### src/rtl/regfile_mp_pkg.sv
`default_nettype none
// ============================================================================
//  Module   : regfile_mp_pkg
//  Brief    : Shared constants and FSM state encoding for the multi-port
//             register file (default width/count, CLEAR/READY states).
//  Revision : 1.0  initial release
// ============================================================================
package regfile_mp_pkg;

    // Default register width and register count
    localparam int RF_REG_W   = 32;
    localparam int RF_REG_NUM = 32;

    // Post-reset clear sequencer states
    typedef enum logic [0:0] {
        RF_CLEAR = 1'b0,
        RF_READY = 1'b1
    } rf_state_e;

endpackage : regfile_mp_pkg
`default_nettype wire

### src/rtl/regfile_scoreboard.sv
`default_nettype none
// ============================================================================
//  Module   : regfile_scoreboard
//  Brief    : One busy bit per register. Issue sets a bit, a write to the
//             register clears it; a same-edge set beats the clear. Lookups
//             see a same-cycle write-clear but not a same-cycle set.
//  Revision : 1.0  initial release
// ============================================================================
module regfile_scoreboard
    import regfile_mp_pkg::*;
#(
    parameter int REG_NUM = RF_REG_NUM,
    parameter int NRD     = 2,
    parameter int AW      = $clog2(REG_NUM)
) (
    input  logic              clk,
    input  logic              rst,
    input  logic              en,
    input  logic [1:0]        we,
    input  logic [2*AW-1:0]   waddr,
    input  logic              bset,
    input  logic [AW-1:0]     bset_addr,
    input  logic [NRD*AW-1:0] raddr,
    output logic [NRD-1:0]    rbusy
);

    logic [REG_NUM-1:0] r_busy;
    logic [AW-1:0]      w_waddr0;
    logic [AW-1:0]      w_waddr1;

    assign w_waddr0 = waddr[0  +: AW];
    assign w_waddr1 = waddr[AW +: AW];

    // Busy bit update: set has priority over a write-clear; bit 0 never sets
    always_ff @(posedge clk or posedge rst) begin
        if (rst) begin
            r_busy <= '0;
        end else if (en) begin
            for (int i = 1; i < REG_NUM; i++) begin
                if (bset && (bset_addr == AW'(i))) begin
                    r_busy[i] <= 1'b1;
                end else if ((we[0] && (w_waddr0 == AW'(i))) ||
                             (we[1] && (w_waddr1 == AW'(i)))) begin
                    r_busy[i] <= 1'b0;
                end
            end
        end
    end

    for (genvar k = 0; k < NRD; k++) begin : g_rbusy
        logic [AW-1:0] w_raddr;
        logic          w_bit;

        assign w_raddr = raddr[k*AW +: AW];

        // Busy lookup with write-clear bypass; forced low outside READY
        always_comb begin
            w_bit = 1'b0;
            if (en && (w_raddr != '0)) begin
                w_bit = r_busy[w_raddr] &
                        ~((we[0] && (w_waddr0 == w_raddr)) ||
                          (we[1] && (w_waddr1 == w_raddr)));
            end
        end

        assign rbusy[k] = w_bit;
    end

endmodule : regfile_scoreboard
`default_nettype wire

### src/rtl/regfile_mp.sv
`default_nettype none
// ============================================================================
//  Module   : regfile_mp
//  Brief    : Multi-read, dual-write register file with x0 hard-wired to 0,
//             same-cycle write bypass, a busy scoreboard and a post-reset
//             sequencer that zeroes registers 1..REG_NUM-1 one per cycle.
//  Revision : 1.0  initial release
// ============================================================================
module regfile_mp
    import regfile_mp_pkg::*;
#(
    parameter int REG_W   = RF_REG_W,
    parameter int REG_NUM = RF_REG_NUM,
    parameter int NRD     = 2,
    parameter int AW      = $clog2(REG_NUM)
) (
    input  logic                 clk_i,
    input  logic                 rst_i,
    input  logic [NRD*AW-1:0]    raddr_i,
    output logic [NRD*REG_W-1:0] rdata_o,
    output logic [NRD-1:0]       rbusy_o,
    input  logic [1:0]           we_i,
    input  logic [2*AW-1:0]      waddr_i,
    input  logic [2*REG_W-1:0]   wdata_i,
    input  logic                 bset_i,
    input  logic [AW-1:0]        bset_addr_i,
    output logic                 ready_o
);

    rf_state_e      r_state;
    logic [AW-1:0]  r_clr_idx;
    logic           r_ready;
    logic [REG_W-1:0] r_regs [REG_NUM];

    logic [AW-1:0]    w_waddr0;
    logic [AW-1:0]    w_waddr1;
    logic [REG_W-1:0] w_wdata0;
    logic [REG_W-1:0] w_wdata1;
    logic             w_active;
    logic [1:0]       w_we;
    logic             w_bset;

    assign w_waddr0 = waddr_i[0  +: AW];
    assign w_waddr1 = waddr_i[AW +: AW];
    assign w_wdata0 = wdata_i[0     +: REG_W];
    assign w_wdata1 = wdata_i[REG_W +: REG_W];

    // All user traffic is gated off until the clear sequence has finished
    assign w_active = (r_state == RF_READY);
    assign w_we     = w_active ? we_i : 2'b00;
    assign w_bset   = w_active & bset_i;

    // Clear sequencer: walk index 1..REG_NUM-1, then park in READY
    always_ff @(posedge clk_i or posedge rst_i) begin
        if (rst_i) begin
            r_state   <= RF_CLEAR;
            r_clr_idx <= AW'(1);
            r_ready   <= 1'b0;
        end else begin
            case (r_state)
                RF_CLEAR: begin
                    if (r_clr_idx == AW'(REG_NUM - 1)) begin
                        r_state <= RF_READY;
                        r_ready <= 1'b1;
                    end else begin
                        r_clr_idx <= r_clr_idx + 1'b1;
                    end
                end
                RF_READY: begin
                    r_state <= RF_READY;
                    r_ready <= 1'b1;
                end
                default: begin
                    r_state   <= RF_CLEAR;
                    r_clr_idx <= AW'(1);
                    r_ready   <= 1'b0;
                end
            endcase
        end
    end

    // Register storage (no reset): clear writes in CLEAR, user writes in
    // READY; port 1 is issued second so it wins a same-address collision
    always_ff @(posedge clk_i) begin
        if (r_state == RF_CLEAR) begin
            r_regs[r_clr_idx] <= '0;
        end else begin
            if (w_we[0] && (w_waddr0 != '0)) begin
                r_regs[w_waddr0] <= w_wdata0;
            end
            if (w_we[1] && (w_waddr1 != '0)) begin
                r_regs[w_waddr1] <= w_wdata1;
            end
        end
    end

    for (genvar k = 0; k < NRD; k++) begin : g_rd
        logic [AW-1:0]    w_raddr;
        logic [REG_W-1:0] w_rdata;

        assign w_raddr = raddr_i[k*AW +: AW];

        // Zero-latency read with write bypass (port 1 over port 0)
        always_comb begin
            w_rdata = '0;
            if (w_active && (w_raddr != '0)) begin
                if (w_we[1] && (w_waddr1 == w_raddr)) begin
                    w_rdata = w_wdata1;
                end else if (w_we[0] && (w_waddr0 == w_raddr)) begin
                    w_rdata = w_wdata0;
                end else begin
                    w_rdata = r_regs[w_raddr];
                end
            end
        end

        assign rdata_o[k*REG_W +: REG_W] = w_rdata;
    end

    regfile_scoreboard #(
        .REG_NUM (REG_NUM),
        .NRD     (NRD),
        .AW      (AW)
    ) u_scoreboard (
        .clk       (clk_i),
        .rst       (rst_i),
        .en        (w_active),
        .we        (w_we),
        .waddr     (waddr_i),
        .bset      (w_bset),
        .bset_addr (bset_addr_i),
        .raddr     (raddr_i),
        .rbusy     (rbusy_o)
    );

    assign ready_o = r_ready;

endmodule : regfile_mp
`default_nettype wire

### config.mk
export PLATFORM = sky130hd
export DESIGN_NAME = regfile_mp
export DESIGN_NICKNAME = d
export VERILOG_FILES = /design/src/rtl/regfile_mp_pkg.sv /design/src/rtl/regfile_scoreboard.sv /design/src/rtl/regfile_mp.sv
export SDC_FILE = /design/constraint.sdc
export NUM_CORES = 2
export LEC_CHECK = 0
export BUFFER_PORTS_ARGS = -buffer_cell sky130_fd_sc_hd__buf_2
export CAP_MARGIN = 20
export CORE_AREA = 2 2 482 293
export CTS_CLUSTER_DIAMETER = 200
export CTS_CLUSTER_SIZE = 20
export DETAILED_ROUTE_END_ITERATION = 10
export DIE_AREA = 0 0 484 295
export HOLD_SLACK_MARGIN = 0.1
export MAX_ROUTING_LAYER = met4
export PLACE_DENSITY = 0.67
export SYNTH_ARGS = -nofsm -noshare
export SYNTH_HDL_FRONTEND = slang
export SYNTH_HIERARCHICAL = 1
export SYNTH_SLANG_ARGS = --single-unit
### constraint.sdc
create_clock -name clk_i -period 5.7 [get_ports clk_i]
set_input_delay 0.855 -clock clk_i [delete_from_list [all_inputs] [get_ports clk_i]]
set_output_delay 0.855 -clock clk_i [all_outputs]
set_load 0.05 [all_outputs]
Word-level counts from Yosys, hierarchy flattened:

Memory sizes are Yosys's and may differ from the RTL's.
Cells that the tools add are included.

* order comparisons: 2
* add/subtract/negate cells: 1
* bitwise operators: 7
* equal/unequal tests: 99
* muxes and demuxes: 89
* reduce and logical (&&, ||, !) cells: 202

Operators by type and width (number)
* $eq A5 B5 Y1 const B: 49
* $mux W32: 7
* $eq A5 B4 Y1 const B: 24
* $logic_and A1 B1 Y1: 101
* $mux W1: 76
* $reduce_and A2 Y1: 32
* $reduce_bool A2 Y1: 31
* $eq A5 B3 Y1 const B: 12
* $logic_or A1 B1 Y1: 33
* $reduce_or A32 Y1: 1
* $eq A5 B2 Y1 const B: 6
* $eq A5 B5 Y1: 4
* $reduce_bool A5 Y1: 4
* $eq A5 B1 Y1 const B: 3
* $lt A5 B6 Y1 const B: 2
* $bmux W1 S5: 2
* $add A5 B1 Y5 const B: 1
* $mux W5: 1
* $not A1 Y1: 4
* $pmux W1 S2: 2
* $and A1 B1 Y1: 3
* $mux W2: 1
* $ne A2 B2 Y1 const B: 1

* flip-flop bits (word level): 38
* memories: 1
* bits in writable memories: 1024

Memories
* r_regs: words 32, width 32, read ports 2, clocked after memory_dff 0, write ports 2, RTL line regfile_mp.sv:33 `logic [REG_W-1:0] r_regs [REG_NUM];`

Depth between registers and ports, before layout:

* depth after elaboration: 7
* gate-level depth with buffers: 10

Hierarchy:

Netlist, hierarchy kept.

Modules (own cells, without submodules)
* regfile_mp: instances 1, seq. area each 30925.9 µm², area an instance 59095.4 µm², cells an instance 4718
* regfile_scoreboard: instances 1, seq. area each 775.7 µm², area an instance 2685.1 µm², cells an instance 303

Worst setup path before layout:

Ideal clock, no wire load.

* kind: input to register
* start point: in waddr_i[3]
* end point: mem r_regs[1][0] (netlist bit) (enable)
* arrival time: 4108 ps
* library setup time: 433 ps
* buffers on the path: 3
* setup slack: 1159 ps
* data required time: 5267 ps
* stages on the path: 9
* cell sequence: buf_2 -> or4_4 -> o21a_1 -> buf_6 -> buf_6 -> or3_1 -> o31ai_2 -> nand2_4 -> o22ai_1

RTL lines
* start: declaration: RTL line regfile_mp.sv:23 `input logic [2*AW-1:0] waddr_i,`
* end: declaration: RTL line regfile_mp.sv:33

Final worst setup path:

* start point: reg r_state
* end point: out rdata_o[32]

* longest elaborated chain between the ends: 5
* elaborated cells on any way between the ends: 7

Ends and longest elaborated chain
* start: declaration: RTL line regfile_mp.sv:30 `rf_state_e r_state;`
* start signal: assignment: RTL line regfile_mp.sv:56 `r_state <= RF_CLEAR;`
* start signal: assignment: RTL line regfile_mp.sv:63 `r_state <= RF_READY;`
* start signal: assignment: RTL line regfile_mp.sv:70 `r_state <= RF_READY;`
* $mux W2: RTL line regfile_mp.sv:50 `assign w_we = w_active ? we_i : 2'b00;`
* $logic_and A1 B1 Y1: RTL line regfile_mp.sv:109 `end else if (w_we[0] && (w_waddr0 == w_raddr)) begin`
* $mux W32: RTL line regfile_mp.sv:109
* $mux W32: RTL line regfile_mp.sv:107 `if (w_we[1] && (w_waddr1 == w_raddr)) begin`
* $mux W32 (*): RTL line regfile_mp.sv:106 `if (w_active && (w_raddr != '0)) begin`
* end: declaration: RTL line regfile_mp.sv:20 `output logic [NRD*REG_W-1:0] rdata_o,`

Mark *: on every way between the ends. The rest lies on a longest branch, timed or not.

==> summary by stage <==
Worst setup path
Of all nets on the critical path, the largest fanout is between 40 and 50. On the critical path, the stage with the largest delay is an instance of sky130_fd_sc_hd__a22oi_1. For the worst setup path, the data arrival time is 3.99 ns. The worst setup path is of the reg2out kind. The type of origin of the critical path is a register. The data required time of the worst path is 4.85 ns. The number of cells on the worst reg-to-reg path is 8. The kind of end point of the critical path is a primary output. The worst stage delay on the critical path is 0.63 ns. The critical path goes through buf_4 > nand2_1 > nor3_1 > nor4_2 > buf_4 > a22oi_1 > nand2_1 > buf_2.

GRT
The first global-routing pass estimated about 320 mm of wire. Global routing finished with a remaining overflow of 0. The via count of the first global-routing pass is 43500. The number of antenna violations at the first check in global routing is 4. Entering global routing, the biggest net connects 89 pins. Across every metal layer, demand over resource in global routing totals 32.4%.

Status
The flow ran to the end, and the final reports show no timing, DRC or antenna violations.

Timing
Of the available clock period, the critical path in the final layout requires 84.9%. The max-slew violation total from the final report is 0. For the pin with the worst max-slew slack, the measured transition is 1.21 ns. The fmax is 207 MHz.

The shortest period the worst path allows is 4.84 ns. Setup repair after global routing left no endpoint under its margin. Measured against its own limit, the worst slew margin works out to 19.5%. In the final timing run, aggregate negative setup slack is 0 ns.

On the final layout, the worst clock skew is 0.0231 ns. The number of hold violations in the final report came to 0. The final number of setup-violating endpoints is 0. The minimum hold slack is 0.473 ns.

Route
The ratio of routed vias to standard cells is 7.00. The count of nets left with antenna violations once routing finished came out at 0. The routed wirelength normalized by instance count is 34.3 um. The first TritonRoute pass finished after 9 iterations. The vias after detailed routing is 46300. The detailed-route wire length is ~230 mm. The residual DRC count is 0. The detailed router finished its first iteration with 9578 violations.

Yosys
The library cell with the highest instance count after synthesis is sky130_fd_sc_hd__nand2_1. The largest total area in the synthesized netlist belongs to sky130_fd_sc_hd__edfxtp_1. In this run the cell area of the synthesized design comes to 61800 sq um. The number of instances in the synthesized netlist is about 5000. The mean instance size in the synthesized netlist is ~12 sq um.

In this run, distinct cell masters in the synthesized netlist total 67. The number of nets handed over by synthesis was 5117. The fraction of registers with async set or reset after synthesis is under 10%. By area the synthesized netlist is led by sky130_fd_sc_hd__edfxtp_1, sky130_fd_sc_hd__mux4_2, sky130_fd_sc_hd__o21ai_0. The fraction of post-synthesis cell area in the top cell type by area is 49.8%.

In this run, synthesis produced a sequential element count of 1062. The number of synthesized flops with an enable pin is 1024. The share of the Yosys chip area taken by registers is 51.3%. The commonest cells after synthesis are sky130_fd_sc_hd__nand2_1, sky130_fd_sc_hd__edfxtp_1, sky130_fd_sc_hd__o21ai_0.

The primary flip-flop cell chosen by synthesis mapping is sky130_fd_sc_hd__edfxtp_1. The Yosys step of the flow raised 8 warnings.

Place
The final HPWL from detailed placement is around 130 mm. The count of buffers inserted at the top-level ports is between 150 and 200. The congestion estimate from routability-driven global placement came to approximately 0.94.

Pwr
The areal power density over the cells is 235 nW/um^2. The maximum VDD drop is between 0.2 and 0.25 mV. The analysis attributes to cell leakage a power of roughly 0.022 uW.

Min path
In this run the worst hold path is classified as in2reg. The number of instances on the worst hold path is 3.

Floorplanning
The number of top-level design ports is about 160. Measured along the x axis, the die boundary spans 484 um. In this run the core area contains roughly 110 standard-cell rows. From bottom edge to top edge, the die measures 295 um.

The starting utilization of the core area is between 40% and 50%. The core region is roughly 140000 sq um. The overall die area is ~140000 sq um.

Clock network
Once the clock tree was built, the setup fixing pass inserted 0 buffers. The CTS tree is built. Buffers inserted during clock tree synthesis total 59. The tree is rooted in a sky130_fd_sc_hd__clkbuf_16. Counting every sink on the clock net gives 1062. The deepest level of the CTS H-tree is 2. The clock reaches the later pin of the worst-skew pair after approximately 0.73 ns. The clock transition at the registers of the reported paths is 0.10 ns. The clock passes through at most 3 buffers.

Layout
The final layout contains 4857 nets. The area of the multi-input gates is around 28000 sq um. The synthesis-to-layout area growth is 7.48%. Across the whole layout, storage elements account for 31700 sq um. After filler insertion, the fill cell instance count of the layout stands at ~12000.

In the final layout, the share of cells above drive strength 1 is a little under a quarter.

Job
The tool flagged a number of max-cap violations equal to 0.
-- flip-flops by register name, summed over array words and instances, names as in the netlist --
signal and flops:
r_regs 1024, r_clr_idx 5, ready_o 1, r_state 1, u_scoreboard/r_busy 31
-- path summary, 6_finish.rpt --
check | start | to | slack (ns)
max in group asynchronous | rst_i | u_scoreboard/r_busy[24]$_DFFE_PP0P_ | 4.54
min reg2reg | u_scoreboard/r_busy[20]$_DFFE_PP0P_ | u_scoreboard/r_busy[20]$_DFFE_PP0P_ | 0.53
min in group asynchronous | rst_i | ready_o$_DFFE_PP0N_ | 0.65
max reg2reg | r_state$_DFF_PP0_ | r_regs[8][10]$_DFFE_PP_ | 1.55
max | r_state$_DFF_PP0_ | rdata_o[32] | 0.86
min | bset_addr_i[2] | u_scoreboard/r_busy[12]$_DFFE_PP0P_ | 0.47
-- per-stage QoR --
step	std cells	instance area [sq um]	utilization (%)	setup WS [ns]	power, uW
after detailed placement	6529	64600	46.8	0.959	11100
final	6616	66400	48.0	0.859	15600
after global routing	6613	66400	48.0	0.707	15900
after floorplan	5021	61800	-	1.16	10400
after global placement	6528	64600	46.8	0.970	11000
after CTS	6604	66200	47.9	0.946	15500
-- cell families (layout without fill, tap and decap cells) --
family / count (synthesis) / after routing / share of synthesized area (%)
AO/OA/AOI/OAI: 1228 / 1228 / 11.0
XOR/XNOR: 43 / 43 / 0.610
adder cells (fa/ha/maj): 2 / 2 / 0.0405
buffers and inverters: 682 / 435 / 4.51
flip-flops: 1062 / 1062 / 51.3
multiplexers: 669 / 669 / 24.0
other: 0 / 6 / 0
AND/OR/NAND/NOR: 1335 / 1335 / 8.62
-- worst max-delay path: cells and delay by family, from the launching register on --
family,cells,cell delay [ns]
compound gates,1,0.63
flops,1,0.38
simple gates,4,1.12
buf+inv,3,1.14
-- repair_timing --
action                    CTS  global route
resized for setup           0             0
hold endpoints to repair    6             0
hold buffers                1             0
-- layout by cell type, fill, tap and decap left out, types with 7 or more instances in the layout --
cell type,Yosys,routed
sky130_fd_sc_hd__buf_4,10,117
sky130_fd_sc_hd__nand4_1,9,9
sky130_fd_sc_hd__mux2_2,8,8
sky130_fd_sc_hd__edfxtp_1,1024,1024
sky130_fd_sc_hd__a22o_1,18,18
sky130_fd_sc_hd__inv_1,39,39
sky130_fd_sc_hd__o22ai_4,0,24
sky130_fd_sc_hd__dfrtp_1,37,37
sky130_fd_sc_hd__buf_12,1,38
sky130_fd_sc_hd__nor2_4,0,25
sky130_fd_sc_hd__o22ai_1,57,33
sky130_fd_sc_hd__a22oi_1,62,62
sky130_fd_sc_hd__nor3_1,17,9
sky130_fd_sc_hd__mux4_1,7,7
sky130_fd_sc_hd__clkbuf_1,510,11
sky130_fd_sc_hd__mux2i_1,16,16
sky130_fd_sc_hd__nand3_1,12,12
sky130_fd_sc_hd__clkbuf_16,0,60
sky130_fd_sc_hd__nor3_2,0,8
sky130_fd_sc_hd__nand2b_1,24,22
sky130_fd_sc_hd__o21ai_0,998,998
sky130_fd_sc_hd__nor2b_1,13,12
sky130_fd_sc_hd__buf_2,64,152
sky130_fd_sc_hd__nor4_1,10,8
sky130_fd_sc_hd__xor2_1,21,21
sky130_fd_sc_hd__xnor2_1,22,22
sky130_fd_sc_hd__mux4_2,638,638
sky130_fd_sc_hd__a222oi_1,16,16
sky130_fd_sc_hd__o21bai_4,0,7
sky130_fd_sc_hd__nor2_1,43,18
sky130_fd_sc_hd__nand2_1,1175,1175
sky130_fd_sc_hd__a32oi_1,31,31
-- layout make-up --
class,count,share of cell area (%)
Antenna cell,6,0.0226
Sequential cell,1062,47.7
Inverter,40,0.226
Timing Repair Buffer,321,4.02
Clock inverter,3,0.0678
Tap cell,1836,3.46
Multi-Input combinational cell,3277,42.1
Clock buffer,71,2.32
-- metal layers --
layer | vias to the layer above | share of wire [%] | global-route usage [%]
met1 | 22800 | 36 | 44.1
li1 | 18600 | - | -
met3 | 656 | 18 | 12.0
met5 | - | 0 | -
met4 | 0 | 4.6 | 12.8
met2 | 4344 | 41 | 43.9
-- power breakdown --
part / switching (uW) / internal (uW) / leakage [uW]
registers: 37.2 / 8640 / 0.0111
logic: 1510 / 783 / 0.0101
clock network: 2700 / 1910 / 0.000774
total: 4240 / 11300 / 0.0220
No activity file was read; power rests on OpenSTA's default activity.
